--- src/rtl/dmem_arbiter.sv ---
// rtl/dmem_arbiter.sv - round-robin arbiter sharing one single-port data RAM between two masters
module dmem_arbiter #(
    parameter int ADDR_W = 14,
    parameter int DATA_W = 32,
    parameter int RD_LAT = 1
) (
    input  logic              clk,
    input  logic              nRst,
    input  logic              m0_req,
    input  logic              m0_we,
    input  logic [ADDR_W-1:0] m0_addr,
    input  logic [DATA_W-1:0] m0_wdata,
    output logic              m0_ack,
    output logic [DATA_W-1:0] m0_rdata,
    output logic              m0_rvalid,
    input  logic              m1_req,
    input  logic              m1_we,
    input  logic [ADDR_W-1:0] m1_addr,
    input  logic [DATA_W-1:0] m1_wdata,
    output logic              m1_ack,
    output logic [DATA_W-1:0] m1_rdata,
    output logic              m1_rvalid,
    output logic [ADDR_W-1:0] mem_addr,
    output logic [DATA_W-1:0] mem_wdata,
    output logic              mem_we,
    input  logic [DATA_W-1:0] mem_rdata,
    output logic              busy
);

    typedef enum logic [1:0] {IDLE, WR, RD, RDW} state_t;

    localparam logic [1:0] CNT_INIT = 2'(RD_LAT - 1);

    state_t            state;
    logic              owner;
    logic              last;
    logic [1:0]        cnt;
    logic              winner;
    logic              sel_we;
    logic [ADDR_W-1:0] sel_addr;
    logic [DATA_W-1:0] sel_wdata;

    // On a tie the master that did not win last time gets the RAM.
    always_comb begin
        winner = m1_req;
        if (m0_req && m1_req) begin
            winner = ~last;
        end
        sel_we    = winner ? m1_we    : m0_we;
        sel_addr  = winner ? m1_addr  : m0_addr;
        sel_wdata = winner ? m1_wdata : m0_wdata;
    end

    always_ff @(posedge clk or negedge nRst) begin
        if (!nRst) begin
            state     <= IDLE;
            owner     <= 1'b0;
            last      <= 1'b1;
            cnt       <= 2'd0;
            m0_ack    <= 1'b0;
            m1_ack    <= 1'b0;
            m0_rvalid <= 1'b0;
            m1_rvalid <= 1'b0;
            m0_rdata  <= '0;
            m1_rdata  <= '0;
            mem_addr  <= '0;
            mem_wdata <= '0;
            mem_we    <= 1'b0;
            busy      <= 1'b0;
        end else begin
            m0_ack    <= 1'b0;
            m1_ack    <= 1'b0;
            m0_rvalid <= 1'b0;
            m1_rvalid <= 1'b0;
            mem_we    <= 1'b0;
            case (state)
                IDLE: begin
                    if (m0_req || m1_req) begin
                        owner     <= winner;
                        last      <= winner;
                        mem_addr  <= sel_addr;
                        mem_wdata <= sel_wdata;
                        m0_ack    <= ~winner;
                        m1_ack    <= winner;
                        busy      <= 1'b1;
                        if (sel_we) begin
                            mem_we <= 1'b1;
                            state  <= WR;
                        end else begin
                            state  <= RD;
                        end
                    end
                end
                WR: begin
                    state <= IDLE;
                    busy  <= 1'b0;
                end
                RD: begin
                    cnt   <= CNT_INIT;
                    state <= RDW;
                end
                RDW: begin
                    // mem_addr stays put while the RAM pipeline drains.
                    if (cnt != 2'd0) begin
                        cnt <= cnt - 2'd1;
                    end else begin
                        if (owner) begin
                            m1_rdata  <= mem_rdata;
                            m1_rvalid <= 1'b1;
                        end else begin
                            m0_rdata  <= mem_rdata;
                            m0_rvalid <= 1'b1;
                        end
                        state <= IDLE;
                        busy  <= 1'b0;
                    end
                end
                default: begin
                    state <= IDLE;
                    busy  <= 1'b0;
                end
            endcase
        end
    end

endmodule

--- config.mk ---
export PLATFORM = sky130hd
export DESIGN_NAME = dmem_arbiter
export DESIGN_NICKNAME = d
export VERILOG_FILES = /design/src/rtl/dmem_arbiter.sv
export SDC_FILE = /design/constraint.sdc
export NUM_CORES = 1
export LEC_CHECK = 0
export CORE_UTILIZATION = 40
export DETAILED_ROUTE_END_ITERATION = 7
export DONT_BUFFER_PORTS = 1
export PLACE_DENSITY_LB_ADDON = 0.1
export SETUP_SLACK_MARGIN = 0.05
export SYNTH_ARGS = -nofsm -noshare
export SYNTH_HDL_FRONTEND = slang
export SYNTH_SLANG_ARGS = --single-unit
--- constraint.sdc ---
create_clock -name clk -period 1.4 [get_ports clk]
set_input_delay 0.28 -clock clk [delete_from_list [all_inputs] [get_ports clk]]
set_output_delay 0.28 -clock clk [all_outputs]
set_load 0.03 [all_outputs]
**After elaboration in Yosys (flattened, before gate mapping)**

Cells that the tools add are included.

- Flip-flop bits (word level): 122
- ROM bits: 0
- Bits in latches: 0
- Memories kept: 0
- Bits in writable memories: 0
- Input port bits: 130

- $mul: 0
- Equal/unequal tests: 6
- Reductions and logical operators: 12
- Muxes and demuxes: 26
- $add $sub $neg: 1
- Order comparisons: 0
- Div/mod/pow operators: 0
- Bitwise operators: 4
- Shift-type cells: 0

Operators with widths:

| operator | count |
|---|---|
| $mux W32 | 1 |
| $mux W1 | 17 |
| $mux W14 | 1 |
| $reduce_and A3 Y1 | 3 |
| $mux W2 | 4 |
| $pmux W2 S4 | 1 |
| $ne A2 B2 Y1 const B | 3 |
| $reduce_and A2 Y1 | 3 |
| $eq A2 B2 Y1 const B | 2 |
| $not A1 Y1 | 4 |
| $pmux W2 S2 | 1 |
| $reduce_bool A2 Y1 | 2 |
| $pmux W1 S3 | 1 |
| $reduce_bool A3 Y1 | 1 |
| $eq A2 B1 Y1 const B | 1 |
| $logic_not A2 Y1 | 1 |
| $sub A2 B1 Y2 const B | 1 |
| $logic_and A1 B1 Y1 | 1 |
| $logic_or A1 B1 Y1 | 1 |

**Logic depth before layout (Yosys ltp)**

Gate-level depths: netlist of the first run.

- Depth after elaboration: 6
- Gate-level depth with buffers: 6
- Mapped depth without buffers: 5

**Worst setup path before layout of the first run**

No wires, ideal clock.

- Path kind: reg2reg
- Start: register cnt[0]
- End: register m0_rdata[10]
- Cell stages (with the launch flop): 6
- Path buffers: 1
- Arrival time: 1392 ps
- Library setup time: 128 ps
- Path slack: -120 ps
- Required time: 1272 ps
- Path through: dfrtp_1 inv_1 ha_1 nand4b_4 buf_2 mux2_1

- Word-level cells in the longest chain between the ends: 3

RTL lines:

| what | RTL line | source |
|---|---|---|
| start: declaration | 37 | `logic [1:0] cnt;` |
| start signal: assignment | 105 | `cnt <= cnt - 2'd1;` |
| $reduce_bool A2 Y1 | 104 | `if (cnt != 2'd0) begin` |
| $not A1 Y1 (no line) | -- |  |
| $reduce_and A3 Y1 (no line) | -- |  |
| end signal: assignment | 111 | `m0_rdata <= mem_rdata;` |
| end: declaration | 14 | `output logic [DATA_W-1:0] m0_rdata,` |

No other way between the ends.
A chain may end at the register's enable or synchronous reset.

**Worst setup path in the final report of the first run**

- Start: register last
- End: register mem_wdata[13]

- Word-level cells in the longest chain between the ends: 3

RTL lines:

| what | RTL line | source |
|---|---|---|
| start: declaration | 36 | `logic last;` |
| start signal: assignment | 80 | `last <= winner;` |
| $not A1 Y1 | 47 | `winner = ~last;` |
| $mux W1 | 46 | `if (m0_req && m1_req) begin` |
| $mux W32 | 51 | `sel_wdata = winner ? m1_wdata : m0_wdata;` |
| end signal: assignment | 82 | `mem_wdata <= sel_wdata;` |
| end: declaration | 24 | `output logic [DATA_W-1:0] mem_wdata,` |

No other way between the ends.

==> impl_summary.log, run 1 <==
[metrics] end point of the critical path: mem_wdata[13]$_DFFE_PN0P_
[metrics] # IOs: 246
[metrics] number of pins exceeding their max-slew limit in the final report: 0
[metrics] achievable clock frequency: 0.683 GHz
[metrics] setup ws final: -0.0649 ns
[metrics] violations in the final reports: negative hold slack, negative setup slack
[metrics] Net count, final: 509
[metrics] worst slack at placement: -0.0768 ns
[metrics] CTS tree: done
[metrics] total clock buffers created by CTS: 17
[metrics] overall die width: 113 um
[metrics] wire per inst: 21.4 um
[metrics] num rows: 40
[metrics] Crit Path Max Fanout: 45
[metrics] final setup fails: 60
[metrics] first-pass detailed-route iteration total: 4
[metrics] sequential-to-total area share from yosys stat: 61.6%
[metrics] Initial Util: 41.1%
[metrics] vias post-DR: 3,097
[metrics] data arrival at the endpoint of the critical path: 1.75 ns
[metrics] Req. time, crit path: 1.68 ns
[metrics] unique cell type count in the Yosys netlist: 32
[metrics] number of synthesized register bits: 122
[metrics] flop-to-flop setup slack: -0.06 ns
[metrics] antenna cells: 0
[metrics] global routing usage summed across all routing layers: 18.7%
[metrics] initial DRC count: 188
[metrics] Hold Worst Slack: -0.431 ns
[metrics] Leak: 3.13 nW
[metrics] DIE HEIGHT: 113 um
[metrics] startpoint of the most critical register-to-register path: last$_DFFE_PN1P_
[metrics] setup repair after global routing missed its margin: true
[metrics] global-route wire length before repair: 18.1 mm
[metrics] Final Hold Fails: 122
[metrics] largest voltage drop on the vdd net: 1.08 mV
[metrics] Max Clock Skew: 0.00844 ns
[metrics] Area growth syn-to-layout: 28.0%
[metrics] status: finished, violations left
[metrics] most frequent cells in the layout: 120 x sky130_fd_sc_hd__dfrtp_1, 56 x sky130_fd_sc_hd__mux2_4, 46 x sky130_fd_sc_hd__a221o_1, 43 x sky130_fd_sc_hd__and3_1, 18 x sky130_fd_sc_hd__buf_4
[metrics] count of port buffers added during placement: 0
[metrics] worst-margin pin slew: 0.373 ns
[metrics] Post-DRT Antenna Nets: 0
[metrics] cell count after synthesis: 340
[metrics] post-detailed-route via-to-cell ratio: 5.54
[metrics] fraction of final layout cells sized beyond drive strength 1: 35.8%
[metrics] total die area: 0.0128 mm^2
[metrics] Reg2Reg Depth: 5
[metrics] Power per Cell Area: 2970 mW/mm^2
[metrics] final WL: 11.9 mm
[metrics] maximum number of pins on one net before global-route repair: 123
[metrics] critical path class: flop to flop
[metrics] maximum clock insertion buffer count: 2
[metrics] number of global-route vias before repair: 3,331
[metrics] post-detailed-placement cell area: 0.00540 mm^2
[metrics] post-layout min period: 1.46 ns
[metrics] most common cell after layout, fill and taps aside: sky130_fd_sc_hd__dfrtp_1
[metrics] TritonCTS sink count: 122
[metrics] detailed-route DRC error count: 0
[metrics] floorplan core area: 0.0121 mm^2
[metrics] min-delay worst type: input port to async pin
[metrics] global route overflow: 0
[metrics] Clock Tree Root: sky130_fd_sc_hd__clkbuf_16
[metrics] Synth Net Count: 471
[metrics] critical path launch point: last$_DFFE_PN1P_
[metrics] Final Wtd Congestion: 0.752
[metrics] antenna violations before repair: 1
[metrics] placed wire-length estimate after detailed placement: 7.78 mm
[metrics] maxcap violations: 0
[metrics] number of H-tree branching levels: 4
[metrics] endpoint of the most critical register-to-register path: mem_wdata[13]$_DFFE_PN0P_
[metrics] Yosys warnings: 0
[metrics] CP Capture Type: flop
[metrics] post-route cell area: 0.00635 mm^2
[metrics] synthesized area per cell: 14.6 um^2
[metrics] clock latency of the later-clocked register in the worst-skew pair: 0.41 ns
[metrics] kind of launch point of the worst setup path: flop
[metrics] clock transition at the registers of the reported paths: 0.05 ns
[metrics] total standard cell area after synthesis: 0.00496 mm^2
[metrics] Total Neg Setup Slack: -1.69 ns
[metrics] tightest slew margin relative to the limit: 75.1%
[metrics] Final period util: 105%
stage by stage:
| stage | util [%] | instances | total power (W) | hold slack (ns) |
|---|---|---|---|---|
| after floorplan | - | 340 | 0.0128 | -0.0156 |
| after global placement | 44.7 | 507 | 0.0139 | -0.0134 |
| after detailed placement | 44.7 | 507 | 0.0140 | -0.0133 |
| after CTS | 52.0 | 557 | 0.0188 | -0.449 |
| after global routing | 52.6 | 559 | 0.0197 | -0.455 |
| final | 52.6 | 559 | 0.0189 | -0.431 |
kinds of logic after synthesis:
family,share of synthesized area [%]
buffers and inverters,3.91
AND/OR/NAND/NOR,8.41
multiplexers,14.5
adder cells (fa/ha/maj),0.252
flip-flops,61.6
AO/OA/AOI/OAI,11.3
cell usage after synthesis (all sizes together):
| cell type | number | area [um^2] |
|---|---|---|
| dfrtp | 121 | 3030 |
| mux2 | 64 | 721 |
| a221o | 46 | 460 |
| and3 | 46 | 288 |
| buf | 17 | 134 |
| clkbuf | 11 | 41.3 |
| inv | 5 | 18.8 |
| nand2 | 5 | 18.8 |
| nor2 | 3 | 13.8 |
| o21ai | 3 | 18.8 |
| a21bo | 2 | 20.0 |
| a21o | 2 | 15.0 |
| nor3 | 2 | 21.3 |
| a21boi | 1 | 7.51 |
| a2bb2oi | 1 | 8.76 |
| a32o | 1 | 10.0 |
| and2b | 1 | 7.51 |
| dfstp | 1 | 26.3 |
| ha | 1 | 12.5 |
| nand2b | 1 | 6.26 |
| nand4 | 1 | 21.3 |
| nand4b | 1 | 23.8 |
| o2bb2ai | 1 | 8.76 |
| o311ai | 1 | 8.76 |
| or2 | 1 | 8.76 |
| or4 | 1 | 7.51 |
report_power, final:
part / internal, W / switching, W
Clock: 0.00257 / 0.00148
Sequential: 0.00523 / 0.00465
Combinational: 0.00315 / 0.00179
Total: 0.0110 / 0.00792
per-layer routing:
layer | track usage (%) | routed length (um)
met5 | 0 | 13
met4 | 9.04 | 201
met3 | 7.82 | 1160
met2 | 30.6 | 5920
met1 | 21.3 | 4650
registers in the layout, summed over array words and instances (netlist names), 2 cells and up:
register / flops
state: 2
mem_wdata: 32
m1_rdata: 32
m0_rdata: 32
mem_addr: 14
cnt: 2
area by class of cell:
class | instances | area, um^2
clock buffers | 25 | 485
clock inverters | 7 | 66.3
fillers | 977 | 5720
inverters | 5 | 18.8
multi-input cells | 185 | 1960
flip-flops and latches | 122 | 3060
well taps | 168 | 210
repair buffers | 47 | 547
worst max-delay path, stage by stage, from the launching register on:
cell and delay (ns):
sky130_fd_sc_hd__dfstp_2 0.53, sky130_fd_sc_hd__buf_4 0.11, sky130_fd_sc_hd__a21boi_2 0.06, sky130_fd_sc_hd__buf_12 0.17
sky130_fd_sc_hd__and3_1 0.18, sky130_fd_sc_hd__a221o_1 0.27
how the worst min path moves through the flow:
stage,slack (ns),endpoint,cells past startpoint,startpoint
2_1_floorplan,-0.02,busy$_DFFE_PN0P_,0,nRst
3_3_place_gp,-0.01,m0_rdata[26]$_DFFE_PN0P_,0,nRst
5_1_grt,-0.45,m0_rdata[27]$_DFFE_PN0P_,0,nRst
3_5_place_dp,-0.01,m0_rdata[26]$_DFFE_PN0P_,0,nRst
6_report,-0.43,m0_rdata[26]$_DFFE_PN0P_,0,nRst
4_1_cts,-0.45,m1_rdata[1]$_DFFE_PN0P_,0,nRst
repair_timing:
item | in CTS | in global routing
gates resized for setup | 35 | 15
endpoints found under the setup margin | 110 | 113
cloned | 1 | 0
pin swaps | 9 | 1
endpoints found under the hold margin | 136 | 124
buffers inserted | 4 | 2
hold buffers | 13 | 1
No activity file was read; power rests on OpenSTA's default activity.
==> inputs of run 2 (changes only) <==
- clock period: 1.4 -> 1.83 ns (I/O delays scaled with it)
==> run 2 against run 1 <==
The run ends with negative hold slack left. Utilization fell by 4.9 points. Worst hold slack improved by 0.096 ns. Cell count shrank 6.6%. Power down 29%. Critical path type unchanged. Largest cell class unchanged. Highest routed layer is now met4.
==> impl_summary.log, run 2 (same netlist as run 1, synthesis figures left out) <==
[metrics] post-layout min period: 1.65 ns
[metrics] maximum number of pins on one net before global-route repair: 123
[metrics] CTS tree: done
[metrics] placed wire-length estimate after detailed placement: 7.13 mm
[metrics] part of the power in the clock network: 25.2%
[metrics] maximum clock insertion buffer count: 2
[metrics] total clock buffers created by CTS: 17
[metrics] violations in the final reports: negative hold slack
[metrics] status: finished, violations left
[metrics] number of pins exceeding their max-slew limit in the final report: 0
[metrics] global route overflow: 0
[metrics] Req. time, crit path: 2.10 ns
[metrics] floorplan core area: 0.0121 mm^2
[metrics] CP Capture Type: flop
[metrics] kind of launch point of the worst setup path: flop
[metrics] global routing usage summed across all routing layers: 16.3%
[metrics] met3 Usage GRT: 6.96%
[metrics] largest voltage drop on the vdd net: 0.797 mV
[metrics] proportion of total power due to net switching: 42.7%
[metrics] part of the power in registers: 56.5%
[metrics] antenna violations before repair: 1
[metrics] setup repair after global routing missed its margin: false
[metrics] fraction of final layout cells sized beyond drive strength 1: 15.0%
[metrics] post-detailed-route via-to-cell ratio: 5.50
[metrics] achievable clock frequency: 0.605 GHz
[metrics] most common cell after layout, fill and taps aside: sky130_fd_sc_hd__dfrtp_1
[metrics] busiest metal layer after global routing: met2
[metrics] clock latency of the later-clocked register in the worst-skew pair: 0.40 ns
[metrics] initial DRC count: 167
[metrics] DIE HEIGHT: 113 um
[metrics] sw power: 0.00572 W
[metrics] vias post-DR: 2,870
[metrics] logic gate share of total power: 18.3%
[metrics] Final Hold Fails: 122
[metrics] Initial Util: 41.1%
[metrics] TritonCTS sink count: 122
[metrics] global-route wire length before repair: 15.7 mm
[metrics] final setup fails: 0
[metrics] worst-margin pin slew: 0.560 ns
[metrics] Power per Cell Area: 2330 mW/mm^2
[metrics] setup ws final: 0.176 ns
[metrics] Clock Tree Root: sky130_fd_sc_hd__clkbuf_16
[metrics] Reg2Reg Depth: 5
[metrics] # IOs: 246
[metrics] total die area: 0.0128 mm^2
[metrics] startpoint of the most critical register-to-register path: cnt[1]$_DFFE_PN0P_
[metrics] number of H-tree branching levels: 4
[metrics] tightest slew margin relative to the limit: 62.4%
[metrics] post-route cell area: 0.00576 mm^2
[metrics] most frequent cells in the layout: 121 x sky130_fd_sc_hd__dfrtp_1, 58 x sky130_fd_sc_hd__mux2_1, 46 x sky130_fd_sc_hd__and3_1, 46 x sky130_fd_sc_hd__a221o_1, 17 x sky130_fd_sc_hd__clkbuf_16
[metrics] buffers inserted during post-CTS setup optimization: 0
[metrics] worst slack at placement: 0.154 ns
[metrics] clock transition at the registers of the reported paths: 0.05 ns
[metrics] min-delay worst type: input port to async pin
[metrics] num rows: 40
[metrics] number of gates resized after CTS: 0
[metrics] overall die width: 113 um
[metrics] post-detailed-placement cell area: 0.00514 mm^2
[metrics] detailed-route DRC error count: 0
[metrics] Hold Worst Slack: -0.335 ns
[metrics] maxcap violations: 0
[metrics] Final Wtd Congestion: 0.719
[metrics] Net count, final: 471
[metrics] critical path class: flop to flop
[metrics] met1 track demand over resource: 18.6%
[metrics] final WL: 10.3 mm
[metrics] total internal power: 0.00769 W
[metrics] global routing met2 resource utilization: 26.4%
[metrics] data arrival at the endpoint of the critical path: 1.92 ns
[metrics] Area growth syn-to-layout: 16.1%
[metrics] Post-DRT Antenna Nets: 0
[metrics] Leak: 2.66 nW
[metrics] endpoint of the most critical register-to-register path: m1_rdata[18]$_DFFE_PN0P_
[metrics] largest registers: m0_rdata: 32 flops, m1_rdata: 32 flops, mem_wdata: 32 flops
[metrics] Max Clock Skew: 0.00647 ns
[metrics] Final period util: 90.4%
[metrics] flop-to-flop setup slack: 0.18 ns
[metrics] Total Neg Setup Slack: 0 ns
[metrics] end point of the critical path: m1_rdata[18]$_DFFE_PN0P_
[metrics] total of fill cells in the finished design: 1,035
[metrics] wire per inst: 19.7 um
[metrics] first-pass detailed-route iteration total: 4
[metrics] count of port buffers added during placement: 0
[metrics] Crit Path Max Fanout: 15
[metrics] critical path launch point: cnt[1]$_DFFE_PN0P_
[metrics] number of global-route vias before repair: 2,951
==> run 2: cell count changes in the layout (fill, tap and decap cells not counted), sizes merged <==
cell	delta
buf	-24
bufinv	+2
clkinv	-2
diode	+1
dlygate4sd3	-14
==> run 2: final cells by class <==
type                    instances  area (um^2)  area share, %
clock buffers                  25          495           8.61
well taps                     168          210           3.65
multi-input cells             185         1720           29.9
diodes                          1         2.50         0.0435
flip-flops and latches        122         3050           53.1
clock inverters                 7          113           1.96
inverters                       5         18.8          0.326
repair buffers                  9          143           2.48
==> run 2: worst max-delay path, stage by stage (launching register included) <==
cell                      delay, ns
sky130_fd_sc_hd__dfrtp_1       0.38
sky130_fd_sc_hd__inv_1         0.08
sky130_fd_sc_hd__ha_1          0.28
sky130_fd_sc_hd__nand4_4       0.24
sky130_fd_sc_hd__buf_12        0.24
sky130_fd_sc_hd__mux2_1        0.31
==> run 2: power groups by stage <==
stage	clock, W	combinational, W	sequential [W]
2_1_floorplan	0	0.00220	0.00722
3_3_place_gp	0	0.00243	0.00767
3_5_place_dp	0	0.00255	0.00761
4_1_cts	0.00347	0.00252	0.00760
5_1_grt	0.00361	0.00274	0.00775
6_report	0.00337	0.00246	0.00757
==> run 2: metrics by stage <==
| stage | hold WS (ns) | total power, W | std cells | utilization [%] |
|---|---|---|---|---|
| detailed placement | 0.0726 | 0.0102 | 489 | 42.7 |
| CTS | -0.361 | 0.0136 | 521 | 47.7 |
| floorplan | 0.0704 | 0.00942 | 340 | - |
| finish | -0.335 | 0.0134 | 522 | 47.7 |
| global placement | 0.0728 | 0.0101 | 489 | 42.7 |
| global route | -0.365 | 0.0141 | 522 | 47.7 |
==> run 2: worst min path at each step <==
stage | start | to | slack, ns | cells past startpoint
3_3_place_gp | nRst | m0_rdata[24]$_DFFE_PN0P_ | 0.07 | 0
4_1_cts | nRst | m0_rdata[24]$_DFFE_PN0P_ | -0.36 | 0
3_5_place_dp | nRst | m0_rdata[24]$_DFFE_PN0P_ | 0.07 | 0
2_1_floorplan | nRst | busy$_DFFE_PN0P_ | 0.07 | 0
5_1_grt | nRst | m0_rdata[27]$_DFFE_PN0P_ | -0.36 | 0
6_report | nRst | m0_rdata[24]$_DFFE_PN0P_ | -0.34 | 0
==> run 2: metal layers <==
layer  part of all wire (%)  up-vias
li1                       -     1283
met1                     39     1394
met2                     49      179
met3                     10       14
met4                    1.9        0
met5                      0        -
